--- config.mk ---
export PLATFORM = sky130hd
export DESIGN_NAME = fifo_reader
export DESIGN_NICKNAME = d
export VERILOG_FILES = /design/src/rtl/fifo_reader.sv
export SDC_FILE = /design/constraint.sdc
export NUM_CORES = 1
export LEC_CHECK = 0
export CELL_PAD_IN_SITES_DETAIL_PLACEMENT = 1
export CELL_PAD_IN_SITES_GLOBAL_PLACEMENT = 1
export CORE_MARGIN = 2
export CORE_UTILIZATION = 32
export CTS_BUF_LIST = sky130_fd_sc_hd__clkbuf_8
export DETAILED_ROUTE_END_ITERATION = 10
export GPL_TIMING_DRIVEN = 0
export PLACE_DENSITY = 0.78
export SLEW_MARGIN = 40
export SYNTH_ARGS = -nofsm -noshare
export SYNTH_HDL_FRONTEND = slang
export SYNTH_SLANG_ARGS = --single-unit
--- constraint.sdc ---
create_clock -name clock -period 1.74 [get_ports clock]
set_clock_uncertainty 0.05 [all_clocks]
set_input_delay 0.174 -clock clock [delete_from_list [all_inputs] [get_ports clock]]
set_output_delay 0.174 -clock clock [all_outputs]
set_load 0.03 [all_outputs]
--- src/rtl/fifo_reader.sv ---
// Burst reader: pops burst_len words from a FIFO with one-cycle read latency
// and presents each one downstream on a valid/ready port.
module fifo_reader #(
    parameter int DATA_W = 10,
    parameter int LEN_W  = 4
) (
    input  logic              clock,
    input  logic              rst,
    input  logic              start,
    input  logic [LEN_W-1:0]  burst_len,
    input  logic              abort,
    input  logic              fifo_empty,
    output logic              fifo_pop,
    input  logic [DATA_W-1:0] fifo_data,
    output logic              out_valid,
    input  logic              out_ready,
    output logic [DATA_W-1:0] out_data,
    output logic              busy,
    output logic              done,
    output logic [LEN_W-1:0]  words_left,
    output logic [2:0]        state_dbg
);

    typedef enum logic [2:0] {
        IDLE    = 3'd0,
        ISSUE   = 3'd1,
        CAPTURE = 3'd2,
        PRESENT = 3'd3,
        DONE    = 3'd4
    } state_t;

    state_t            state, state_nxt;
    logic [LEN_W-1:0]  words_left_nxt;
    logic [DATA_W-1:0] out_data_nxt;

    always_ff @(posedge clock or posedge rst) begin
        if (rst) begin
            state      <= IDLE;
            words_left <= '0;
            out_data   <= '0;
        end else begin
            state      <= state_nxt;
            words_left <= words_left_nxt;
            out_data   <= out_data_nxt;
        end
    end

    // out_valid/out_ready: a word transfers on a cycle where both are high and
    // abort is low; until then out_valid stays high and out_data is frozen.
    // An abort while a word is popped but not yet transferred drops that word.
    always_comb begin
        state_nxt      = state;
        words_left_nxt = words_left;
        out_data_nxt   = out_data;
        case (state)
            IDLE: begin
                if (start) begin
                    if (burst_len != '0) begin
                        words_left_nxt = burst_len;
                        state_nxt      = ISSUE;
                    end else begin
                        state_nxt = DONE;
                    end
                end
            end
            ISSUE: begin
                if (abort) begin
                    words_left_nxt = '0;
                    state_nxt      = IDLE;
                end else if (fifo_pop) begin
                    state_nxt = CAPTURE;
                end
            end
            CAPTURE: begin
                if (abort) begin
                    words_left_nxt = '0;
                    state_nxt      = IDLE;
                end else begin
                    out_data_nxt = fifo_data;
                    state_nxt    = PRESENT;
                end
            end
            PRESENT: begin
                if (abort) begin
                    words_left_nxt = '0;
                    state_nxt      = IDLE;
                end else if (out_ready) begin
                    if (words_left > LEN_W'(1)) begin
                        words_left_nxt = words_left - LEN_W'(1);
                        state_nxt      = ISSUE;
                    end else begin
                        // Saturate at zero rather than wrapping.
                        words_left_nxt = '0;
                        state_nxt      = DONE;
                    end
                end
            end
            DONE:    state_nxt = IDLE;
            default: state_nxt = IDLE;
        endcase
    end

    assign fifo_pop  = (state == ISSUE) && !fifo_empty && !abort;
    assign out_valid = (state == PRESENT);
    assign busy      = (state != IDLE);
    assign done      = (state == DONE);
    assign state_dbg = state;

endmodule

# Yosys cells after proc, flatten, opt, wreduce, memory -nomap -nowiden
# Cells that the tools add are included.
# classes
addsub,1
n_lt_le_gt_ge,1
eq_ne,9
mux,16
n_bitwise,1
reduce_logical,12
# ops
cell,n
4-bit 2-to-1 mux,6
3-bit 2-to-1 mux,7
3-bit one-hot mux with 4 select lines,1
4-bit one-hot mux with 3 select lines,1
3-bit by 2-bit == test with 1-bit output (second input constant),2
3-bit nonzero test,2
5-bit AND reduction,1
4-bit by 1-bit greater-than comparator with 1-bit output (second input constant),1
2-bit != test (second input constant),2
4-bit nonzero test,1
4-bit by 1-bit subtractor with 4-bit output (second input constant),1
3-bit by 1-bit == test with 1-bit output (second input constant),1
3-bit == test (second input constant),1
3-bit logical NOT,1
3-bit by 2-bit != test with 1-bit output (second input constant),1
3-bit != test (second input constant),1
3-bit AND reduction,1
1-bit logical AND,2
1-bit logical NOT,2
2-bit 2-to-1 mux,1
2-bit by 1-bit != test with 1-bit output (second input constant),1
2-bit AND reduction,1
2-bit OR reduction,1
1-bit inverter,1
# word_totals
register_bits,17
out_inout_bits,21

# Logic depth before layout (Yosys ltp)
# logic_depth
ltp_word,6
mapped_depth,6
depth_no_buf,6

# Worst setup path after synthesis
# OpenSTA, ideal clock, no wires.
# synth_timing
kind,register to register
from,register words_left[0]
to,register words_left[3]
arrival_time_ns,1.577
setup_slack_ns,-0.008
path_stages_with_launch,7
path_buffers,0
path_cell_list,dfrtp_1 > inv_1 > ha_1 > nor2_1 > o311ai_2 > o21ai_0 > a22o_1
# synth_via
elab_chain_len,5
elab_cells_between_ends,6
classes_between,add/sub (1); order compare (1); mux (4)
# synth_lines
item,line,text
"start, declared",20,"output logic [LEN_W-1:0] words_left,"
"start signal, assigned",43,words_left <= words_left_nxt;
4-bit by 1-bit subtractor with 4-bit output / 4-bit by 1-bit greater-than comparator with 1-bit output (equally long branches),"89, 88",
4-bit 2-to-1 mux *,88,if (words_left > LEN_W'(1)) begin
4-bit 2-to-1 mux *,87,end else if (out_ready) begin
4-bit 2-to-1 mux *,84,if (abort) begin
4-bit one-hot mux with 3 select lines *,55,case (state)
# Every way passes the cells marked *; elsewhere a longest branch is shown, timed or not. The select of a mux whose other input is x is not followed.
# A chain may end at the register's enable or synchronous reset.

# Worst setup path after layout
# layout_timing
from,register state[1] (netlist: state_dbg[1])
to,output busy
# layout_via
elab_chain_len,1
# layout_lines
item,line,text
"start, declared",32,"state_t state, state_nxt;"
"start signal, assigned",42,state <= state_nxt;
3-bit nonzero test,105,assign busy = (state != IDLE);
"end, declared",18,"output logic busy,"
# No other way between the ends.

==> flow_summary.json <==
{
  "outcome": "finished, final reports clean",
  "p_per_area_nw_per_um2": 1780,
  "synth_area_um2": 926,
  "arrival_ps": 1470,
  "cp-start-kind": "flip-flop",
  "clk_pin_slew_ps": 70,
  "nFillCells": 319,
  "vias_per_cell": 5.05,
  "routed_wl_um": 2410,
  "finalSetupViolCount": 0,
  "crit_chain": "clkbuf_4 > nor3_2 > inv_1 > clkdlybuf4s15_2",
  "synth_ff_type": "dfrtp_1",
  "grt-ovfl-total": 0,
  "drt-wirelength-per-cell_um": 14.9,
  "maxSlewViolCount": 0,
  "finalPower_uw": 2580,
  "slowest_stage": "dfrtp_2",
  "first_global_vias": 871,
  "yosysTopAreaCell": "dfrtp_1",
  "grt_pass1_wl_um": 3950,
  "gp_congestion": 0.754,
  "path_delay_family": "buffers and inverters",
  "synth.top_cell.area_share_pct": 45.9,
  "final_antenna_net_count": 0,
  "cts_tree": "yes",
  "hold_path.class": "in2async",
  "avgSynthCellArea_um2": 10.9,
  "insertion_delay_ps": 260,
  "fmax_mhz": 592,
  "clkSinkCount": 17,
  "ys.warnings.count": 0,
  "slew_headroom_pct": 56.6,
  "ios": 41,
  "hold_ws_ps": 253,
  "maxCapViolCount": 0,
  "drc": 0,
  "port_buffers": 40,
  "finalNonFillerCells": 161,
  "endpoint_kind": "primary output",
  "initial_core_util_pct": 33.6,
  "ys_seq_area_share_pct": 45.9,
  "grt_max_degree": 18,
  "syn-num-nets": 107,
  "root_buffer": "clkbuf_8",
  "cp_slowest_stage_delay_ps": 450,
  "postSynthCellCount": 85,
  "power.leakage_uw": 0.000610,
  "critical_path_peak_fanout": 10,
  "dp_slack_ps": -166,
  "finalHoldViolCount": 0,
  "synth_edf_count": 0,
  "die_x_um": 57.8,
  "async_reset_ff_share_pct": 100,
  "first_pass_iters": 3,
  "fin_nets": 153,
  "synthDistinctLibCells": 32,
  "die_area_um2": 3340,
  "post-synth-top-count-cell": "dfrtp_1",
  "synth.top_cells.by_count": "dfrtp_1, mux2_2, nand2_1, nor2_1, nor3_1",
  "rows": 19,
  "numCtsBuffers": 3,
  "path_buf_inv": 3,
  "vias": 813,
  "ctsLongestPathBuffers": 2,
  "path_class": "reg2out",
  "htree_num_levels": 1,
  "rsz0062_at_grt": "true",
  "die_h_um": 57.8,
  "drtIter0Drc": 15,
  "synth.area.top_cells": "dfrtp_1, mux2_2, nand2_1",
  "drive_above_1_share_pct": 26.9,
  "coreArea_um2": 2760,
  "antenna_found_initial": 0,
  "gr-usage-all-layers_pct": 15.8,
  "finalCritPeriodShare_pct": 97.1,
  "fin_ws_ps": 50.4,
  "synth_seq_cells": 17,
  "hpwl_um": 1920,
  "dp_cells": 156,
  "ir_drop_mv": 1.10,
  "fin_crit_ps": 1690,
  "crit_required_ps": 1520,
  "n_antenna_cell": 0,
  "area_delta_synth_final_pct": 56.4,
  "tightest_slew_ps": 650
}
-- power by group --
group	total, uW	internal [uW]	leakage [uW]	switching (uW)
clock network	307	162	0.0000217	145
registers	730	580	0.000208	150
logic	1550	696	0.000381	849
-- flip-flops by register name, indices dropped and copies added, names as in the netlist --
signal / cells
out_data: 10
state_dbg: 3
words_left: 4
-- per-stage QoR --
stage                     utilization [%]  setup TNS, ps  cell area (um2)
after detailed placement             49.7          -1120             1370
after global routing                 52.5          -89.5             1450
after CTS                            52.1          -12.1             1440
after floorplan                         -              0              931
after global placement               49.7           -667             1370
final                                52.5              0             1450
-- layout make-up --
type | instances | area (um2) | area share, %
repair buffers | 41 | 405 | 28.0
inverters | 4 | 15.0 | 1.04
flip-flops and latches | 17 | 429 | 29.6
well taps | 31 | 38.8 | 2.68
plain buffers | 4 | 27.5 | 1.90
clock buffers | 3 | 41.3 | 2.85
multi-input cells | 60 | 483 | 33.4
clock inverters | 1 | 7.51 | 0.519
-- what timing repair did --
action	4_1_cts	5_1_grt
pin swaps	1	1
endpoints found under the setup margin	7	6
hold buffers	0	0
setup buffers	0	1
gates resized for setup	14	12
-- path summary, 6_finish.rpt --
kind	from	to	slack (ps)	cells past startpoint
min in group clock	out_data[2]$_DFFE_PP0P_	out_data[2]$_DFFE_PP0P_	460	1
min reg2reg	out_data[2]$_DFFE_PP0P_	out_data[2]$_DFFE_PP0P_	460	1
min	rst	out_data[2]$_DFFE_PP0P_	250	2
max reg2reg	state_dbg[2]$_DFFE_PP0P_	words_left[1]$_DFFE_PP0P_	60	6
max in group asynchronous	rst	state_dbg[1]$_DFFE_PP0P_	930	2
max	state_dbg[1]$_DFFE_PP0P_	busy	50	4
-- cell families after synthesis --
kind of cell               synth area share (%)
DFF                                        45.9
and+or+nand+nor                            15.0
buffers and inverters                      4.05
adders and majority gates                  2.70
AOI/OAI and AO/OA                          20.1
muxes                                      12.2
-- cell usage in the layout, fill, tap and decap left out, types with 2 or more instances in the layout --
cell	count
inv_1	3
mux2_2	10
nor2_1	5
dfrtp_1	14
o21a_1	2
nand2_1	8
clkdlybuf4s50_1	35
o211ai_1	2
nor3_1	4
clkbuf_8	3
o21ai_1	3
buf_4	2
dfrtp_2	3
a21oi_1	2
buf_2	2
o21ai_0	2
-- metal layers --
metal	wire length (um)	GRT usage [%]	vias up
met5	0	0	-
met4	44	7.97	0
met3	95	4.02	4
met2	1270	26.8	22
met1	1000	18.6	386
li1	-	-	401
(Power assumes the default switching activity.)
